<file path="src/rtl/ascon_fsm_pkg.sv">
// Shared types and round constants for the ASCON-128 control sequencer.
package ascon_pack;

    typedef enum logic [2:0] {
        ST_IDLE,
        ST_INIT,
        ST_AD_WAIT,
        ST_AD_RUN,
        ST_PT_WAIT,
        ST_PT_RUN,
        ST_FINAL,
        ST_DONE
    } fsm_state_t;

    localparam int unsigned ROUNDS_A       = 12;
    localparam int unsigned ROUNDS_B       = 6;
    localparam logic [3:0]  PA_FIRST_ROUND = 4'd0;
    localparam logic [3:0]  PB_FIRST_ROUND = 4'd6;
    localparam logic [3:0]  LAST_ROUND     = 4'd11;

    // The final plaintext block doubles as the first finalization round.
    function automatic logic [3:0] block_first_round(input logic final_block);
        return final_block ? PA_FIRST_ROUND : PB_FIRST_ROUND;
    endfunction

endpackage

</file>
<file path="src/rtl/ascon_fsm_if.sv">
// Block-source handshake and datapath control bundle driven by ascon_fsm.
interface ascon_fsm_if;

    logic       start_i;
    logic [3:0] ad_blocks_i;
    logic [3:0] pt_blocks_i;
    logic       data_valid_i;
    logic       data_ready_o;
    logic       select_o;
    logic       enable_state_o;
    logic       xor_data_begin_o;
    logic       xor_key_begin_o;
    logic       xor_key_end_o;
    logic       xor_ext_end_o;
    logic       enable_cipher_o;
    logic       enable_tag_o;
    logic [3:0] round_o;
    logic       cipher_valid_o;
    logic       busy_o;
    logic       done_o;

    modport master (
        input  start_i, ad_blocks_i, pt_blocks_i, data_valid_i,
        output data_ready_o, select_o, enable_state_o,
               xor_data_begin_o, xor_key_begin_o, xor_key_end_o, xor_ext_end_o,
               enable_cipher_o, enable_tag_o, round_o, cipher_valid_o,
               busy_o, done_o
    );

    modport slave (
        output start_i, ad_blocks_i, pt_blocks_i, data_valid_i,
        input  data_ready_o, select_o, enable_state_o,
               xor_data_begin_o, xor_key_begin_o, xor_key_end_o, xor_ext_end_o,
               enable_cipher_o, enable_tag_o, round_o, cipher_valid_o,
               busy_o, done_o
    );

endinterface

</file>
<file path="src/rtl/ascon_fsm_round_counter.sv">
// 4-bit permutation round index with load, increment and last-round flag.
module round_counter
    import ascon_pack::*;
(
    input  logic       clock_i,
    input  logic       resetb_i,
    input  logic       load_i,
    input  logic [3:0] load_value_i,
    input  logic       inc_i,
    output logic [3:0] round_o,
    output logic       last_o
);

    logic [3:0] count;

    always_ff @(posedge clock_i or negedge resetb_i) begin
        if (!resetb_i) begin
            count <= '0;
        end else if (load_i) begin
            count <= load_value_i;
        end else if (inc_i) begin
            count <= count + 4'd1;
        end
    end

    assign round_o = count;
    assign last_o  = (count == LAST_ROUND);

endmodule

</file>
<file path="src/rtl/ascon_fsm.sv">
// ASCON-128 sequencer: init, AD absorption, encryption and finalization control.
module ascon_fsm
    import ascon_pack::*;
(
    input  logic        clock_i,
    input  logic        resetb_i,
    ascon_fsm_if.master ctrl
);

    fsm_state_t state;
    logic [3:0] ad_cnt;
    logic [3:0] pt_cnt;
    logic       cipher_valid_q;

    logic [3:0] rnd;
    logic       last;
    logic       cnt_load;
    logic       cnt_inc;
    logic [3:0] cnt_value;

    logic ready;
    logic hs;
    logic pt_final;

    assign ready    = (state == ST_AD_WAIT) || (state == ST_PT_WAIT);
    assign hs       = ready && ctrl.data_valid_i;
    assign pt_final = (pt_cnt == 4'd1);

    round_counter u_round_counter (
        .clock_i      (clock_i),
        .resetb_i     (resetb_i),
        .load_i       (cnt_load),
        .load_value_i (cnt_value),
        .inc_i        (cnt_inc),
        .round_o      (rnd),
        .last_o       (last)
    );

    // The first round of the next block is loaded as the current one ends,
    // so the handshake cycle itself already presents it.
    always_comb begin
        cnt_load  = 1'b0;
        cnt_inc   = 1'b0;
        cnt_value = PA_FIRST_ROUND;
        case (state)
            ST_IDLE: cnt_load = ctrl.start_i;
            ST_INIT: begin
                if (last) begin
                    cnt_load  = 1'b1;
                    cnt_value = (ad_cnt != 4'd0) ? PB_FIRST_ROUND : block_first_round(pt_final);
                end else begin
                    cnt_inc = 1'b1;
                end
            end
            ST_AD_WAIT: cnt_inc = hs;
            ST_AD_RUN: begin
                if (last) begin
                    cnt_load  = 1'b1;
                    cnt_value = (ad_cnt == 4'd1) ? block_first_round(pt_final) : PB_FIRST_ROUND;
                end else begin
                    cnt_inc = 1'b1;
                end
            end
            ST_PT_WAIT: cnt_inc = hs;
            ST_PT_RUN: begin
                if (last) begin
                    cnt_load  = 1'b1;
                    cnt_value = block_first_round(pt_cnt == 4'd2);
                end else begin
                    cnt_inc = 1'b1;
                end
            end
            ST_FINAL: begin
                cnt_load = last;
                cnt_inc  = !last;
            end
            default: ;
        endcase
    end

    always_ff @(posedge clock_i or negedge resetb_i) begin
        if (!resetb_i) begin
            state          <= ST_IDLE;
            ad_cnt         <= '0;
            pt_cnt         <= '0;
            cipher_valid_q <= 1'b0;
        end else begin
            cipher_valid_q <= (state == ST_PT_WAIT) && hs;
            case (state)
                ST_IDLE: begin
                    if (ctrl.start_i) begin
                        ad_cnt <= ctrl.ad_blocks_i;
                        pt_cnt <= (ctrl.pt_blocks_i == 4'd0) ? 4'd1 : ctrl.pt_blocks_i;
                        state  <= ST_INIT;
                    end
                end
                ST_INIT: begin
                    if (last) state <= (ad_cnt != 4'd0) ? ST_AD_WAIT : ST_PT_WAIT;
                end
                ST_AD_WAIT: begin
                    if (hs) state <= ST_AD_RUN;
                end
                ST_AD_RUN: begin
                    if (last) begin
                        if (ad_cnt != 4'd0) ad_cnt <= ad_cnt - 4'd1;
                        state <= (ad_cnt == 4'd1) ? ST_PT_WAIT : ST_AD_WAIT;
                    end
                end
                ST_PT_WAIT: begin
                    if (hs) state <= pt_final ? ST_FINAL : ST_PT_RUN;
                end
                ST_PT_RUN: begin
                    if (last) begin
                        if (pt_cnt > 4'd1) pt_cnt <= pt_cnt - 4'd1;
                        state <= ST_PT_WAIT;
                    end
                end
                ST_FINAL: begin
                    if (last) state <= ST_DONE;
                end
                ST_DONE:  state <= ST_IDLE;
                default:  state <= ST_IDLE;
            endcase
        end
    end

    always_comb begin
        ctrl.data_ready_o     = ready;
        ctrl.select_o         = (state == ST_INIT) && (rnd == PA_FIRST_ROUND);
        ctrl.enable_state_o   = (state == ST_INIT) || (state == ST_AD_RUN) ||
                                (state == ST_PT_RUN) || (state == ST_FINAL) || hs;
        ctrl.xor_data_begin_o = hs;
        ctrl.xor_key_begin_o  = (state == ST_PT_WAIT) && hs && pt_final;
        ctrl.xor_key_end_o    = ((state == ST_INIT) || (state == ST_FINAL)) && last;
        ctrl.xor_ext_end_o    = ((state == ST_INIT) && last && (ad_cnt == 4'd0)) ||
                                ((state == ST_AD_RUN) && last && (ad_cnt == 4'd1));
        ctrl.enable_cipher_o  = (state == ST_PT_WAIT) && hs;
        ctrl.enable_tag_o     = (state == ST_FINAL) && last;
        ctrl.round_o          = (state == ST_IDLE) ? 4'd0 : rnd;
        ctrl.cipher_valid_o   = cipher_valid_q;
        ctrl.busy_o           = (state != ST_IDLE);
        ctrl.done_o           = (state == ST_DONE);
    end

endmodule

</file>
<file path="src/flat_wrapper.sv">
// flat-port wrapper written by rule: the top's interface ports become plain ports
module ascon_fsm_flat import ascon_pack::*;
  (clock_i, resetb_i, ctrl_start_i, ctrl_ad_blocks_i, ctrl_pt_blocks_i, ctrl_data_valid_i, ctrl_data_ready_o, ctrl_select_o, ctrl_enable_state_o, ctrl_xor_data_begin_o, ctrl_xor_key_begin_o, ctrl_xor_key_end_o, ctrl_xor_ext_end_o, ctrl_enable_cipher_o, ctrl_enable_tag_o, ctrl_round_o, ctrl_cipher_valid_o, ctrl_busy_o, ctrl_done_o);
  ascon_fsm_if ctrl_i ();
  input  logic clock_i;
  input  logic resetb_i;
  input wire logic [$bits(ctrl_i.start_i)-1:0] ctrl_start_i;
  input wire logic [$bits(ctrl_i.ad_blocks_i)-1:0] ctrl_ad_blocks_i;
  input wire logic [$bits(ctrl_i.pt_blocks_i)-1:0] ctrl_pt_blocks_i;
  input wire logic [$bits(ctrl_i.data_valid_i)-1:0] ctrl_data_valid_i;
  output wire logic [$bits(ctrl_i.data_ready_o)-1:0] ctrl_data_ready_o;
  output wire logic [$bits(ctrl_i.select_o)-1:0] ctrl_select_o;
  output wire logic [$bits(ctrl_i.enable_state_o)-1:0] ctrl_enable_state_o;
  output wire logic [$bits(ctrl_i.xor_data_begin_o)-1:0] ctrl_xor_data_begin_o;
  output wire logic [$bits(ctrl_i.xor_key_begin_o)-1:0] ctrl_xor_key_begin_o;
  output wire logic [$bits(ctrl_i.xor_key_end_o)-1:0] ctrl_xor_key_end_o;
  output wire logic [$bits(ctrl_i.xor_ext_end_o)-1:0] ctrl_xor_ext_end_o;
  output wire logic [$bits(ctrl_i.enable_cipher_o)-1:0] ctrl_enable_cipher_o;
  output wire logic [$bits(ctrl_i.enable_tag_o)-1:0] ctrl_enable_tag_o;
  output wire logic [$bits(ctrl_i.round_o)-1:0] ctrl_round_o;
  output wire logic [$bits(ctrl_i.cipher_valid_o)-1:0] ctrl_cipher_valid_o;
  output wire logic [$bits(ctrl_i.busy_o)-1:0] ctrl_busy_o;
  output wire logic [$bits(ctrl_i.done_o)-1:0] ctrl_done_o;
  assign ctrl_i.start_i = ctrl_start_i;
  assign ctrl_i.ad_blocks_i = ctrl_ad_blocks_i;
  assign ctrl_i.pt_blocks_i = ctrl_pt_blocks_i;
  assign ctrl_i.data_valid_i = ctrl_data_valid_i;
  assign ctrl_data_ready_o = ctrl_i.data_ready_o;
  assign ctrl_select_o = ctrl_i.select_o;
  assign ctrl_enable_state_o = ctrl_i.enable_state_o;
  assign ctrl_xor_data_begin_o = ctrl_i.xor_data_begin_o;
  assign ctrl_xor_key_begin_o = ctrl_i.xor_key_begin_o;
  assign ctrl_xor_key_end_o = ctrl_i.xor_key_end_o;
  assign ctrl_xor_ext_end_o = ctrl_i.xor_ext_end_o;
  assign ctrl_enable_cipher_o = ctrl_i.enable_cipher_o;
  assign ctrl_enable_tag_o = ctrl_i.enable_tag_o;
  assign ctrl_round_o = ctrl_i.round_o;
  assign ctrl_cipher_valid_o = ctrl_i.cipher_valid_o;
  assign ctrl_busy_o = ctrl_i.busy_o;
  assign ctrl_done_o = ctrl_i.done_o;
  ascon_fsm u_core (.clock_i(clock_i), .resetb_i(resetb_i), .ctrl(ctrl_i));
endmodule
</file>
<file path="config.mk">
export PLATFORM = sky130hd
export DESIGN_NAME = ascon_fsm_flat
export DESIGN_NICKNAME = d
export VERILOG_FILES = /design/src/rtl/ascon_fsm_pkg.sv /design/src/rtl/ascon_fsm_if.sv /design/src/rtl/ascon_fsm_round_counter.sv /design/src/rtl/ascon_fsm.sv /design/src/flat_wrapper.sv
export SDC_FILE = /design/constraint.sdc
export NUM_CORES = 1
export LEC_CHECK = 0
export ABC_CLOCK_PERIOD_IN_PS = 2050
export CORE_AREA = 2 2 71 73
export DETAILED_ROUTE_END_ITERATION = 6
export DIE_AREA = 0 0 73 75
export MAX_ROUTING_LAYER = met4
export PLACE_DENSITY_LB_ADDON = 0.08
export SLEW_MARGIN = 0
export SYNTH_ARGS = -nofsm -noshare
export SYNTH_HDL_FRONTEND = slang
export SYNTH_SLANG_ARGS = --single-unit
</file>
<file path="constraint.sdc">
create_clock -name clock_i -period 2.05 [get_ports clock_i]
set_input_delay 0.41 -clock clock_i [delete_from_list [all_inputs] [get_ports clock_i]]
set_output_delay 0.41 -clock clock_i [all_outputs]
set_load 0.03 [all_outputs]
</file>
# Word-level counts from Yosys, hierarchy flattened
# Index checks and enable logic that the tools add are counted.
[op_classes]
addsub = 3
order_cmp = 1
eq_ne = 20
mux = 35
reduce_logical = 32
[ops]
columns = ["operator", "count"]
rows = [
  ["4-bit two-way mux", 15],
  ["3-bit two-way mux", 11],
  ["3-bit case mux with 8 select lines", 1],
  ["2-bit by 1-bit inequality test with 1-bit output (second input constant)", 8],
  ["4-bit case mux with 2 select lines", 2],
  ["3-bit equality test (second input constant)", 4],
  ["4-bit logical NOT", 3],
  ["4-bit case mux with 3 select lines", 1],
  ["1-bit logical AND", 10],
  ["4-bit by 1-bit equality test with 1-bit output (second input constant)", 2],
  ["4-bit AND reduction", 2],
  ["4-bit by 1-bit subtractor with 4-bit output (second input constant)", 2],
  ["1-bit logical OR", 7],
  ["7-bit AND reduction", 1],
  ["3-bit by 2-bit equality test with 1-bit output (second input constant)", 2],
  ["1-bit case mux with 3 select lines", 2],
  ["2-bit nonzero test", 3],
  ["4-bit by 1-bit adder with 4-bit output (second input constant)", 1],
  ["4-bit by 2-bit equality test with 1-bit output (second input constant)", 1],
  ["4-bit equality test (second input constant)", 1],
  ["4-bit by 1-bit greater-than comparator with 1-bit output (second input constant)", 1],
  ["4-bit nonzero test", 1],
  ["3-bit by 1-bit equality test with 1-bit output (second input constant)", 1],
  ["3-bit logical NOT", 1],
  ["7 further kinds", 8],
]
[word_totals]
ff_bits = 16
input_bits = 12
out_inout_bits = 16
elab_cells = 96

# Logic depth before layout (Yosys ltp)
[logic_depth]
ltp_word = 6
ltp_mapped = 6
mapped_depth_nobuf = 6

# Cells and area by module
# From an unflattened synthesis, not the netlist that was laid out.
[hier_totals]
cells_unflattened = 165
hier_area_um2 = 1400.1
[modules_own_cells]
columns = ["mod", "instances", "cells_per_inst", "area_each_um2", "seq_area_each_um2"]
rows = [
  ["ascon_fsm", 1, 146, 1188.6, 300.3],
  ["round_counter", 1, 19, 211.5, 100.1],
]

# Worst setup path before layout
# No wires, ideal clock.
[synth_timing]
path_kind = "register to output"
from = "register u_core.state[2]"
to = "output ctrl_select_o"
arrival_time_ns = 1.924
required_time_ns = 1.640
setup_slack_ns = -0.284
path_stages_with_launch = 5
path_buffers = 2
cell_sequence = "dfrtp_1 clkbuf_1 clkbuf_1 nand2b_1 nor4_1"
[synth_via]
elab_chain_cells = 2
[synth_lines]
columns = ["element", "line", "rtl"]
rows = [
  ["start: declaration", "ascon_fsm.sv:10", "fsm_state_t state;"],
  ["start signal: assignment", "ascon_fsm.sv:98", "if (last) state <= (ad_cnt != 4'd0) ? ST_AD_WAIT : ST_PT_WAIT;"],
  ["start signal: assignment", "ascon_fsm.sv:106", "state <= (ad_cnt == 4'd1) ? ST_PT_WAIT : ST_AD_WAIT;"],
  ["start signal: assignment", "ascon_fsm.sv:110", "if (hs) state <= pt_final ? ST_FINAL : ST_PT_RUN;"],
  ["3-bit by 1-bit equality test with 1-bit output", "ascon_fsm.sv:129", "ctrl.select_o = (state == ST_INIT) && (rnd == PA_FIRST_ROUND);"],
  ["1-bit logical AND", "ascon_fsm.sv:129", ""],
  ["end: declaration", "flat_wrapper.sv:12", "output wire logic [$bits(ctrl_i.select_o)-1:0] ctrl_select_o;"],
]
# No other way between the ends.

# Worst setup path after layout
[layout_timing]
from = "register u_core.pt_cnt[1]"
to = "output ctrl_xor_key_begin_o"
[layout_via]
elab_chain_cells = 2
[layout_lines]
columns = ["element", "line", "rtl"]
rows = [
  ["start: declaration", "ascon_fsm.sv:12", "logic [3:0] pt_cnt;"],
  ["start signal: assignment", "ascon_fsm.sv:93", "pt_cnt <= (ctrl.pt_blocks_i == 4'd0) ? 4'd1 : ctrl.pt_blocks_i;"],
  ["start signal: assignment", "ascon_fsm.sv:114", "if (pt_cnt > 4'd1) pt_cnt <= pt_cnt - 4'd1;"],
  ["4-bit by 1-bit equality test with 1-bit output", "ascon_fsm.sv:27", "assign pt_final = (pt_cnt == 4'd1);"],
  ["1-bit logical AND", "ascon_fsm.sv:133", "ctrl.xor_key_begin_o = (state == ST_PT_WAIT) && hs && pt_final;"],
  ["end: declaration", "flat_wrapper.sv:15", "output wire logic [$bits(ctrl_i.xor_key_begin_o)-1:0] ctrl_xor_key_begin_o;"],
]
# No other way between the ends.

==> flow_summary_export.csv <==
group,metric,value,unit
drt,route.met2.wl,2020,µm
setup_path,cp_cell_sequence,"inv_1, ha_1, or4b_4, or3b_4, nor2_4, buf_6",
setup_path,worst-setup-path-type,"reg2out",
setup_path,endpoint_kind,"primary output",
power,p_leak,0.924,nW
clock_network,cts_buffers,3,
sta,min_period,2.37,ns
placed_design,place_ws,-0.168,ns
setup_path,critical_path.max_fanout,3,
cells_and_area,area_growth_syn_to_layout,51.7,%
drt,met1Wirelength,1710,µm
setup_path,worstPathRequired,1.64,ns
logic_synthesis,synth_cell_types,49,
floorplanning,core_area,4660,µm²
cells_and_area,diodes,0,
cells_and_area,fin_nets,246,
drt,postRouteAntennaNets,0,
grt,grt_pass1_vias,1389,
floorplanning,die_height,75,µm
clock_network,insertion_delay,0.26,ns
floorplanning,die_w,73,µm
grt,grtUsageTotal,15.8,%
clock_network,clock_path_buffers,2,
grt,grt-ovfl-total,0,
sta,worst_slew_pin_slew,0.423,ns
drt,wl_per_cell,14.1,µm
floorplanning,die_area,5480,µm²
logic_synthesis,yosys_warnings,0,
logic_synthesis,syn_nets,185,
logic_synthesis,yosysSeqAreaShare,29.4,%
sta,setup_viol,2,
sta,hold_slack,0.485,ns
cells_and_area,mostFrequentLayoutCells,"41 x buf_4, 19 x nor2_1, 16 x dfrtp_1",
sta,skew,0.00311,ns
logic_synthesis,synth_cells,165,
cells_and_area,fillers,459,
clock_network,htreeDepth,1,
power,peakVddDrop,484,µV
cells_and_area,multiInputGateArea,968,µm²
drt,first_pass_iters,4,
sta,fmax,0.423,GHz
clock_network,postCtsHoldBufs,0,
grt,grt_pass1_wl,6510,µm
drt,drcViolationCount,0,
setup_path,slowest_delay,0.47,ns
logic_synthesis,syn_avg_cell_area,8.24,µm²
hold_path,hold_path.class,"in2async",
cells_and_area,layout-drive-gt1-share,34.4,%
clock_network,root_buffer,"clkbuf_8",
drt,drt_iter0_markers,95,
grt,antenna_found_initial,0,
drt,postRouteWirelength,3920,µm
clock_network,cts_tree,"built",
floorplanning,num_rows,25,
sta,period_share,115,%
outcome,violations,"setup timing",
sta,slew_headroom,71.5,%
logic_synthesis,async_flop_share,100,%
placed_design,gp_congestion,0.745,
clock_network,clkTransAtPathRegs,0.07,ns
sta,rsz0062_at_grt,"true",
outcome,status,"finished, violations left",
floorplanning,ioPinCount,28,
logic_synthesis,synthFlopType,"dfrtp_1",
power,power_density,1330,nW/µm²
cells_and_area,final_common_cell,"buf_4",
drt,routed_via_density,5.19,
logic_synthesis,syn-cell-area,1360,µm²
placed_design,portBuffers,27,
sta,worst_slack,-0.316,ns
cells_and_area,ff_latch_area,400,µm²
clock_network,clock-sinks,16,
setup_path,critPathLaunchType,"register",
grt,grt_max_degree,17,
sta,hold_viol,0,
setup_path,slowest_stage,"or4b_4",
setup_path,critPathArrivalTime,1.96,ns
placed_design,dp_hpwl,3000,µm
job,cap_viol_max_count,0,
sta,slew_violations,0,
logic_synthesis,synth-seq-cells,16,
drt,num_vias,1442,
drt,wl_met3,105,µm
floorplanning,initial_core_util,29.2,%
drt,top_layer,"met4",
logic_synthesis,synth_edf_count,0,
==> state kept, by name (all words and copies together) (netlist names) <==
register,count
u_core.pt_cnt,4
u_core.u_round_counter.round_o,4
u_core.ctrl.cipher_valid_o,1
u_core.ad_cnt,4
u_core.state,3
==> cells in the mapped netlist (2+ instances only) <==
cell type | n | area, µm²
o21ai_0 | 12 | 60.1
o22a_1 | 2 | 17.5
inv_1 | 10 | 37.5
or3_1 | 2 | 12.5
nor2_1 | 20 | 75.1
a21oi_1 | 8 | 40.0
nand2_1 | 5 | 18.8
nor3_1 | 7 | 35.0
and3b_1 | 3 | 26.3
or3b_2 | 3 | 26.3
buf_2 | 2 | 10.0
nand3_1 | 6 | 30.0
a221o_1 | 2 | 20.0
a2bb2oi_1 | 3 | 26.3
clkbuf_1 | 5 | 18.8
nor3b_1 | 3 | 22.5
nor2b_1 | 4 | 25.0
mux2_2 | 3 | 33.8
or4b_1 | 2 | 20.0
buf_1 | 2 | 7.51
nand2b_1 | 4 | 25.0
dfrtp_1 | 16 | 400
ha_1 | 8 | 100
o21bai_1 | 2 | 15.0
nand3b_1 | 3 | 22.5
a211oi_1 | 5 | 37.5
==> logic make-up after synthesis <==
group | share of synthesized area [%]
AO/OA/AOI/OAI | 24.8
XOR/XNOR | 0.644
adder cells (fa/ha/maj) | 7.36
buffers and inverters | 5.43
flip-flops | 29.4
multiplexers | 3.22
AND/OR/NAND/NOR | 29.2
==> stage by stage <==
step	instances	instance area [µm²]	power [mW]	util [%]	setup TNS, ns
6_report	278	2060	2.75	44.3	-0.392
5_1_grt	278	2060	2.99	44.3	-0.567
4_1_cts	275	2000	2.67	42.8	-0.428
3_5_place_dp	270	1920	2.39	41.3	-0.500
3_3_place_gp	270	1920	2.39	41.3	-0.534
2_1_floorplan	165	1400	1.43	-	-0.0270
==> per-layer routing <==
metal / up-vias / track usage, %
li1: 731 / -
met1: 680 / 18.8
met2: 24 / 27.0
met3: 7 / 1.61
met4: 0 / 6.79
met5: - / -
==> worst max-delay path, delay by kind of cell (launching register included) <==
kind | cells | cell delay (ns)
and+or+nand+nor | 3 | 0.97
DFF | 1 | 0.37
buffers and inverters | 2 | 0.20
adders and majority gates | 1 | 0.15
==> final timing paths <==
check	startpoint	end	slack, ns	cells after the start
hold reg to reg	u_core.u_round_counter.round_o[1]$_DFFE_PN0P_	u_core.u_round_counter.round_o[1]$_DFFE_PN0P_	0.59	1
min in group clock_i	u_core.u_round_counter.round_o[1]$_DFFE_PN0P_	u_core.u_round_counter.round_o[1]$_DFFE_PN0P_	0.59	1
setup / recovery	u_core.pt_cnt[1]$_DFFE_PN0P_	ctrl_xor_key_begin_o	-0.32	6
max in group asynchronous	resetb_i	u_core.ad_cnt[2]$_DFFE_PN0P_	1.37	2
hold / removal	resetb_i	u_core.u_round_counter.round_o[0]$_DFFE_PN0P_	0.49	2
setup reg to reg	u_core.pt_cnt[1]$_DFFE_PN0P_	u_core.state[0]$_DFFE_PN0P_	0.06	6
==> what timing repair did <==
action / in CTS / in global routing
pin swaps: 2 / 1
cloned: 0 / 1
setup buffers: 2 / 3
resized for setup: 15 / 19
endpoints found under the setup margin: 8 / 12
==> cell type report <==
type,instances,area share (%)
clock buffers,3,2.00
inverters,10,1.82
multi-input cells,130,46.9
flip-flops and latches,16,19.4
well taps,54,3.27
repair buffers,65,26.6
==> power by group <==
group	leakage (nW)	internal (mW)	total (mW)	switching [mW]
registers	0.191	0.456	0.584	0.128
logic	0.711	0.929	1.92	0.994
clock network	0.0216	0.131	0.247	0.116
Note: power is estimated with default switching activity, not from simulation.
